<file path="src/rtl/sq_err_window_reader.sv">
// sq_err_window_reader
//   Windowed reader/controller for the err_sq_gen squared-error accumulator.
//   It drives err_sq_gen's hold input to cut fixed windows of 2^WIN_LOG2
//   clk_en periods. At each window end it captures the full accumulator and
//   scales it to a 1s17 mean squared error. It also tracks min/max/count over
//   windows and offers every result on a valid/ready port.
//
// Ports
//   clk          in   1      clock
//   reset        in   1      asynchronous, active-high reset
//   clk_en       in   1      symbol-rate enable, shared with err_sq_gen
//   enable       in   1      measurement run; low forces IDLE
//   clr_stats    in   1      pulse; clears min/max/count/overrun
//   acc_in       in   ACC_W  signed accumulator from err_sq_gen acc_out_full
//   hold         out  1      to err_sq_gen hold; clears its accumulator
//   res_valid    out  1      result available
//   res_ready    in   1      consumer accepts result
//   res_mean     out  18     window mean, saturated
//   res_min      out  18     minimum res_mean since reset/clr_stats
//   res_max      out  18     maximum res_mean since reset/clr_stats
//   res_win_cnt  out  16     windows reported since reset/clr_stats, saturating
//   res_sat      out  1      mean of current result was saturated
//   overrun      out  1      sticky; a result was overwritten before acceptance

module sq_err_window_reader #(
    parameter int unsigned WIN_LOG2 = 10,
    parameter int unsigned ACC_W    = 18 + WIN_LOG2
) (
    input  logic             clk,
    input  logic             reset,
    input  logic             clk_en,
    input  logic             enable,
    input  logic             clr_stats,
    input  logic [ACC_W-1:0] acc_in,
    output logic             hold,
    output logic             res_valid,
    input  logic             res_ready,
    output logic [17:0]      res_mean,
    output logic [17:0]      res_min,
    output logic [17:0]      res_max,
    output logic [15:0]      res_win_cnt,
    output logic             res_sat,
    output logic             overrun
);

    localparam int unsigned MEAN_W = 18;
    localparam int unsigned CNT_W  = 16;
    localparam int unsigned SLC_W  = ACC_W - WIN_LOG2;

    localparam logic [WIN_LOG2-1:0] SYM_LAST = {WIN_LOG2{1'b1}};
    localparam logic [WIN_LOG2-1:0] SYM_PRE  = {{(WIN_LOG2-1){1'b1}}, 1'b0};
    localparam logic [MEAN_W-1:0]   SAT_MEAN = 18'h1FFFF;
    localparam logic [CNT_W-1:0]    CNT_MAX  = {CNT_W{1'b1}};

    typedef enum logic [1:0] {
        ST_IDLE   = 2'd0,
        ST_WARMUP = 2'd1,
        ST_RUN    = 2'd2
    } state_t;

    state_t              r_state;
    logic [WIN_LOG2-1:0] r_sym_cnt;
    logic                r_hold;
    logic                r_res_valid;
    logic [MEAN_W-1:0]   r_res_mean;
    logic [MEAN_W-1:0]   r_res_min;
    logic [MEAN_W-1:0]   r_res_max;
    logic [CNT_W-1:0]    r_res_win_cnt;
    logic                r_res_sat;
    logic                r_overrun;

    logic [SLC_W-1:0]    w_mean_slice;
    logic [MEAN_W-1:0]   w_mean;
    logic                w_mean_sat;
    logic                w_capture;
    logic                w_run_cap;
    logic                w_xfer;
    logic                w_stats_empty;

    // Scaled mean; a set MSB means the accumulator wrapped negative.
    assign w_mean_slice = acc_in[ACC_W-1:WIN_LOG2];
    assign w_mean_sat   = acc_in[ACC_W-1];
    assign w_mean       = w_mean_sat ? SAT_MEAN : MEAN_W'(w_mean_slice);

    // Capture edge: hold was presented across this clk_en and the window is full.
    // enable low abandons a pending capture.
    assign w_capture = (r_state != ST_IDLE) && enable && clk_en && r_hold &&
                       (r_sym_cnt == SYM_LAST);
    assign w_run_cap = w_capture && (r_state == ST_RUN);
    assign w_xfer    = r_res_valid && res_ready;

    // A saturating counter never returns to zero, so zero means "no window yet".
    assign w_stats_empty = (r_res_win_cnt == '0);

    // FSM, window counter, result register and statistics.
    always_ff @(posedge clk or posedge reset) begin
        if (reset) begin
            r_state       <= ST_IDLE;
            r_sym_cnt     <= '0;
            r_hold        <= 1'b0;
            r_res_valid   <= 1'b0;
            r_res_mean    <= '0;
            r_res_min     <= '0;
            r_res_max     <= '0;
            r_res_win_cnt <= '0;
            r_res_sat     <= 1'b0;
            r_overrun     <= 1'b0;
        end else begin
            // Window sequencing
            case (r_state)
                ST_IDLE: begin
                    r_sym_cnt <= '0;
                    r_hold    <= 1'b0;
                    if (enable) begin
                        r_state <= ST_WARMUP;
                    end
                end
                ST_WARMUP, ST_RUN: begin
                    if (!enable) begin
                        r_state   <= ST_IDLE;
                        r_sym_cnt <= '0;
                        r_hold    <= 1'b0;
                    end else if (w_capture) begin
                        r_sym_cnt <= '0;
                        r_hold    <= 1'b0;
                        // The window that started at enable is partial: drop it.
                        if (r_state == ST_WARMUP) begin
                            r_state <= ST_RUN;
                        end
                    end else if (clk_en) begin
                        r_sym_cnt <= r_sym_cnt + WIN_LOG2'(1);
                        // Registered hold leads the capture clk_en by one period.
                        r_hold    <= (r_sym_cnt == SYM_PRE);
                    end
                end
                default: begin
                    r_state   <= ST_IDLE;
                    r_sym_cnt <= '0;
                    r_hold    <= 1'b0;
                end
            endcase

            // Result register; a capture on a transfer edge keeps valid high.
            if (w_run_cap) begin
                r_res_valid <= 1'b1;
                r_res_mean  <= w_mean;
                r_res_sat   <= w_mean_sat;
            end else if (w_xfer) begin
                r_res_valid <= 1'b0;
            end

            // Statistics; a clear coinciding with a capture restarts from that window.
            if (clr_stats) begin
                if (w_run_cap) begin
                    r_res_min     <= w_mean;
                    r_res_max     <= w_mean;
                    r_res_win_cnt <= CNT_W'(1);
                end else begin
                    r_res_min     <= '0;
                    r_res_max     <= '0;
                    r_res_win_cnt <= '0;
                end
            end else if (w_run_cap) begin
                if (w_stats_empty || (w_mean < r_res_min)) begin
                    r_res_min <= w_mean;
                end
                if (w_stats_empty || (w_mean > r_res_max)) begin
                    r_res_max <= w_mean;
                end
                if (r_res_win_cnt != CNT_MAX) begin
                    r_res_win_cnt <= r_res_win_cnt + CNT_W'(1);
                end
            end

            // Overwrite of an unaccepted result is a fresh event and beats a clear.
            if (w_run_cap && r_res_valid && !res_ready) begin
                r_overrun <= 1'b1;
            end else if (clr_stats) begin
                r_overrun <= 1'b0;
            end
        end
    end

    assign hold        = r_hold;
    assign res_valid   = r_res_valid;
    assign res_mean    = r_res_mean;
    assign res_min     = r_res_min;
    assign res_max     = r_res_max;
    assign res_win_cnt = r_res_win_cnt;
    assign res_sat     = r_res_sat;
    assign overrun     = r_overrun;

endmodule
</file>
<file path="config.mk">
export PLATFORM = sky130hd
export DESIGN_NAME = sq_err_window_reader
export DESIGN_NICKNAME = d
export VERILOG_FILES = /design/src/rtl/sq_err_window_reader.sv
export SDC_FILE = /design/constraint.sdc
export NUM_CORES = 1
export LEC_CHECK = 0
export BUFFER_PORTS_ARGS = -buffer_cell sky130_fd_sc_hd__buf_2
export CAP_MARGIN = 0
export CORE_MARGIN = 2
export CORE_UTILIZATION = 54
export CTS_CLUSTER_SIZE = 12
export DETAILED_ROUTE_END_ITERATION = 8
export GPL_TIMING_DRIVEN = 0
export PLACE_DENSITY = 0.86
export SETUP_SLACK_MARGIN = 0.3
export SKIP_CTS_REPAIR_TIMING = 1
export SYNTH_ARGS = -nofsm -noshare
export SYNTH_HDL_FRONTEND = slang
export SYNTH_SLANG_ARGS = --single-unit
</file>
<file path="constraint.sdc">
create_clock -name clk -period 2.8 [get_ports clk]
set_clock_uncertainty 0.15 [all_clocks]
set_input_delay 0.14 -clock clk [delete_from_list [all_inputs] [get_ports clk]]
set_output_delay 0.14 -clock clk [all_outputs]
set_load 0.005 [all_outputs]
</file>
==> flow_summary.yaml, run 1 <==
yosys:
  yosysWarnings: 0
  ys_seq_elements: 83
  synth_flop_cell: "dfrtp_1"
  synth_area_leaders: "dfrtp_1 (45%), ha_1 (11%), inv_1 (5.3%)"
  synth_most_common_cell: "dfrtp_1"
  syn_area_per_cell_um2: 9.496
  ys_types: 45
  netlist_area_mm2: 0.004624
  synth_top_area_share_pct: 44.91
  synth_edf_count: 0
  syn_inst: 487
  yosys.area.top_type: "dfrtp_1"
  synth.yosys.seq_area_share_pct: 44.91
  synthTopCellsByCount: "dfrtp_1 (83), inv_1 (65), nor2_1 (47)"
  synthArstFlopShare_pct: 100.0
routing:
  vias_per_cell: 5.617
  drc: 0
  antenna_left: 0
  wl_per_cell_um: 16.11
  first_pass_iters: 5
  vias: 4140
  wirelength_um: 11870
  drt_iter0_drc: 233
floorplan:
  die_w_um: 96.54
  dieArea_mm2: 0.009320
  die_height_um: 96.54
  pin_count: 108
  core-area_mm2: 0.008258
  rows: 33
  start_util_pct: 56.00
grt:
  grt_pass1_wl_um: 17710
  grt_remaining_overflow: 0
  grt-busiest-layer: "met2"
  grt_max_degree: 54
  met3_usage_pct: 5.120
  antenna_found_initial: 0
  grt_use_met1_pct: 32.16
  grt_usage_pct: 24.71
  grt_pass1_vias: 3818
  grt_use_met2_pct: 41.55
sta:
  rsz0062_at_grt: "yes"
  fmax_ghz: 0.4003
  timing.final.ws_setup_ns: 0.3020
  finalCriticalPeriod_ns: 2.498
  drv_slew: 0
  hold_viol: 3
  period_share_pct: 89.21
  setup_viol_count_final: 0
  worst_hold_slack_ns: -0.06574
pwr:
  leakagePower_nw: 2.974
  p_total_mw: 2.467
  ir_worst_vdd_mv: 0.2514
  powerDensity_mw_per_mm2: 417.8
clocking:
  cts_buffers: 9
  clockBufferDepth: 2
  cts_tree: "built"
  clock_latency_ns: 0.38
  htree_levels: 3
  cts.sinks: 83
  clkTransAtPathRegs_ns: 0.09
  root_buffer: "clkbuf_8"
worst_setup_path:
  critPathArrivalTime_ns: 2.60
  cp-start-kind: "flop"
  crit_type: "flop to flop"
  cp_top_family: "simple AND/OR/NAND/NOR gates"
  cp_max_fo: 10
  path_buf_inv: 3
  path_cells: "inv_1 -> ha_4 -> nand4_1 -> nor4_4 -> o31ai_1 -> and4b_2 -> a21o_1 -> buf_6 -> buf_8 -> a22o_1"
  crit_path_end_kind: "flop"
  critPathRequiredTime_ns: 2.90
  max_stage_delay_ns: 0.38
  cpMaxStageDelayCell: "dfrtp_1"
finish:
  final_nets: 702
  antenna_cells: 0
  drive_gt1_share_pct: 25.95
  post-route-util_pct: 71.50
  area_growth_pct: 27.68
run:
  maxCapViolations: 0
outcome:
  status: "complete, but fails checks"
  failed_checks: "hold timing"
placed_design:
  dp_slack_ns: -0.1720
  hpwl_um: 8308
  gp_congestion: 0.8698
  portBuffers: 91
worst_hold_path:
  hold_path_class: "input port to flop"
## cell families (layout without fill, tap and decap cells)
kind of cell               after synthesis  after routing  share of synthesized area, %
DFF                                     83             83                         44.91
AOI/OAI and AO/OA                      103            103                         15.80
adders and majority gates               41             41                         11.09
xor gates and xnor gates                20             20                         3.788
and+or+nand+nor                        153            153                         16.13
other                                    1              3                       0.08109
buffers and inverters                   86            229                         8.198
## metrics by stage
step                      TNS, ns  cells  cell area, um2
after detailed placement   -1.626    686            5265
after CTS                       0    702            5443
after global placement     -47.96    685            5235
after global routing            0    737            5904
after floorplan                 0    489            4648
final                           0    737            5904
## report_power, final
group / switching [mW] / internal [mW] / leakage (nW)
clock: 0.477 / 0.334 / 0.0888
combinational: 0.231 / 0.181 / 1.73
sequential: 0.0275 / 1.22 / 1.15
total: 0.735 / 1.73 / 2.97
## cell type report
type	count	area [um2]
clock buffers	10	127.6
clock inverters	6	50.05
fillers	600	2354
inverters	65	246.5
plain buffers	21	168.9
flip-flops and latches	83	2079
well taps	105	131.4
repair buffers	127	808.3
multi-input cells	320	2292
## per-layer routing
layer	share of wire, %	wire, um
met1	42	4963
met2	51	6032
met3	6.0	713
met4	1.4	161
met5	0	0
## final timing paths
kind | slack, ns | start | cells after the start | end
setup / recovery | 0.30 | res_max[12] | 10 | res_max[1]
hold / removal | -0.07 | acc_in[20] | 3 | res_mean[10]
setup reg to reg | 0.30 | res_max[12] | 10 | res_max[1]
hold reg to reg | 0.34 | res_mean[1] | 2 | res_mean[1]
max in group asynchronous | 1.73 | reset | 4 | res_max[6]
min in group asynchronous | 0.18 | reset | 3 | hold
## cell usage in the layout (no fill, tap or decap), types with 9 or more instances in the layout
cell type / synthesis / layout
a21oi_1: 20 / 20
a22o_1: 19 / 19
buf_2: 2 / 92
buf_4: 4 / 18
clkbuf_8: 0 / 9
dfrtp_1: 83 / 81
dlygate4sd3_1: 0 / 20
ha_1: 41 / 37
inv_1: 65 / 63
nand2_1: 43 / 43
nand3_1: 16 / 15
nand4_1: 16 / 16
nor2_1: 47 / 43
o21ai_0: 29 / 29
o2bb2ai_1: 18 / 18
xor2_1: 13 / 13
## tightest hold or removal path, cell delays in order
cell and delay [ns]:
buf_2 0.08, nor2_1 0.06, o21ai_0 0.14
## sequential cells by signal (all words and copies together) (netlist names)
name         flops
overrun          1
res_sat          1
hold             1
r_state          2
res_min         17
res_max         17
res_mean        17
res_win_cnt     16
r_sym_cnt       10
res_valid        1
Note: power is estimated with default switching activity, not from simulation.
==> run 2, diff against run 1 <==
--- a/config.mk
+++ b/config.mk
@@ -8,11 +8,12 @@
 export BUFFER_PORTS_ARGS = -buffer_cell sky130_fd_sc_hd__buf_2
 export CAP_MARGIN = 0
 export CORE_MARGIN = 2
-export CORE_UTILIZATION = 54
+export CORE_UTILIZATION = 58
 export CTS_CLUSTER_SIZE = 12
 export DETAILED_ROUTE_END_ITERATION = 8
 export GPL_TIMING_DRIVEN = 0
-export PLACE_DENSITY = 0.86
+export PLACE_DENSITY = 0.91
+export RECOVER_POWER = 25
 export SETUP_SLACK_MARGIN = 0.3
 export SKIP_CTS_REPAIR_TIMING = 1
 export SYNTH_ARGS = -nofsm -noshare
==> constraint.sdc (replaced) <==
create_clock -name clk -period 2.95 [get_ports clk]
set_clock_uncertainty 0.15 [all_clocks]
set_input_delay 0.1475 -clock clk [delete_from_list [all_inputs] [get_ports clk]]
set_output_delay 0.1475 -clock clk [all_outputs]
set_load 0.005 [all_outputs]
==> flow_summary.yaml, run 2 (synthesis gave the netlist of run 1 again) <==
floorplan:
  die_w_um: 93.29
  start_util_pct: 59.84
  rows: 32
  core-area_mm2: 0.007727
  dieArea_mm2: 0.008703
  die_height_um: 93.29
  pin_count: 108
routing:
  first_pass_iters: 5
  wirelength_um: 12980
  wl_per_cell_um: 17.87
  vias: 4273
  vias_per_cell: 5.886
  drc: 0
  antenna_left: 0
  drt_iter0_drc: 317
worst_setup_path:
  crit_type: "flop to flop"
  critPathArrivalTime_ns: 2.74
  r2r_start: "res_max[10]"
  cp_max_fo: 10
  r2r_slack_ns: 0.32
  reg2regPathDepth: 10
  crit_path_end_kind: "flop"
  cp-start-kind: "flop"
  critPathRequiredTime_ns: 3.06
  r2r-end: "res_max[7]"
pwr:
  seqPwrFrac_pct: 49.5
  leakagePower_nw: 2.868
  netSwitchingPower_mw: 0.6757
  powerDensity_mw_per_mm2: 410.8
  sw_frac_of_total_pct: 28.36
  p_comb_share_pct: 14.6
  p_total_mw: 2.383
  ir_worst_vdd_mv: 0.2377
  p_int_mw: 1.707
  power_frac_clock_pct: 35.9
placed_design:
  hpwl_um: 8518
  gp_congestion: 0.8952
  placed_cell_area_mm2: 0.005238
  dp_slack_ns: -0.2827
  dpl.cell_count: 683
  portBuffers: 91
outcome:
  failed_checks: "hold timing, capacitance limit, slew limit"
  status: "complete, but fails checks"
sta:
  worstMarginPinSlew_ns: 1.756
  worst_hold_slack_ns: -0.07636
  setup_viol_count_final: 0
  rsz0062_at_grt: "no"
  period_share_pct: 89.09
  hold_viol: 4
  finalCriticalPeriod_ns: 2.628
  relSlewSlack_pct: -17.73
  drv_slew: 39
  timing.final.ws_setup_ns: 0.3220
  fmax_ghz: 0.3805
clocking:
  root_buffer: "clkbuf_8"
  clock_latency_ns: 0.37
  clkTransAtPathRegs_ns: 0.09
  clockBufferDepth: 2
  cts_tree: "built"
  cts.sinks: 83
  htree_levels: 3
  cts_buffers: 9
grt:
  antenna_found_initial: 0
  grt_pass1_wl_um: 18770
  grt_pass1_vias: 3949
  grt_usage_pct: 27.59
  grt_remaining_overflow: 0
  grt_max_degree: 46
finish:
  design_area_mm2: 0.005801
  mostFrequentLayoutCells: "buf_2 (83), dfrtp_1 (83), inv_1 (62)"
  antenna_cells: 0
  drive_gt1_share_pct: 23.72
  area_growth_pct: 25.43
  final_nets: 694
  final_cells: 726
  post-route-util_pct: 75.06
run:
  maxCapViolations: 1
worst_hold_path:
  hold_path_end: "res_mean[5]"
  hold_path_class: "input port to flop"
  min_from: "acc_in[15]"
  whs_path_depth: 3
-- run 2: cell count changes in the layout (fill, tap and decap cells not counted), moves of 2 or more --
cell | previous run | this run
buf_2 | 92 | 83
buf_4 | 18 | 12
buf_8 | 2 | 0
clkbuf_1 | 6 | 13
clkinv_4 | 2 | 0
dfrtp_1 | 81 | 83
dfrtp_2 | 2 | 0
-- run 2: metal layers --
layer	global-route usage, %	share of wire [%]	vias to the layer above
li1	-	-	1931
met1	35.57	39	2086
met2	46.34	52	215
met3	4.029	6.7	41
met4	12.13	2.8	0
met5	0	0	-
-- run 2: critical path, stage by stage (launching register included) --
cell	delay [ns]
dfrtp_1	0.40
inv_2	0.06
ha_4	0.26
nand4_1	0.16
nor4_4	0.37
o31ai_2	0.13
and4b_2	0.28
a21o_1	0.19
buf_6	0.14
buf_6	0.14
a22o_1	0.23
-- run 2: power by group through the flow --
| stage | clock, mW | sequential (mW) | combinational (mW) |
|---|---|---|---|
| 2_1_floorplan | 0 | 1.19 | 0.218 |
| 3_3_place_gp | 0 | 1.20 | 0.277 |
| 3_5_place_dp | 0 | 1.20 | 0.305 |
| 4_1_cts | 0.854 | 1.18 | 0.307 |
| 5_1_grt | 0.907 | 1.18 | 0.383 |
| 6_report | 0.856 | 1.18 | 0.348 |
-- run 2: final cells by class --
class	instances	area [um2]
clock buffers	10	137.6
plain buffers	21	151.4
fillers	477	1927
inverters	65	245.2
flip-flops and latches	83	2077
clock inverters	6	63.81
repair buffers	119	716.9
multi-input cells	320	2281
well taps	102	127.6
-- run 2: worst max-delay path by stage --
stage	startpoint	endpoint	slack [ns]	cells past startpoint
finish	res_max[10]	res_max[7]	0.32	10
global route	res_max[13]	res_max[7]	0.22	10
CTS	acc_in[27]	res_max[7]	-0.001	12
detailed placement	acc_in[27]	res_max[7]	-0.28	12
global placement	reset	res_mean[2]	-0.33	2
floorplan	acc_in[27]	res_max[1]	0.34	13
-- run 2: per-stage QoR --
stage / setup TNS, ns / hold WS [ns]
2_1_floorplan: 0 / 0.1372
4_1_cts: -0.001345 / -0.3202
5_1_grt: 0 / 0.0008994
3_3_place_gp: -30.25 / 0.2377
3_5_place_dp: -4.120 / 0.07382
6_report: 0 / -0.07636
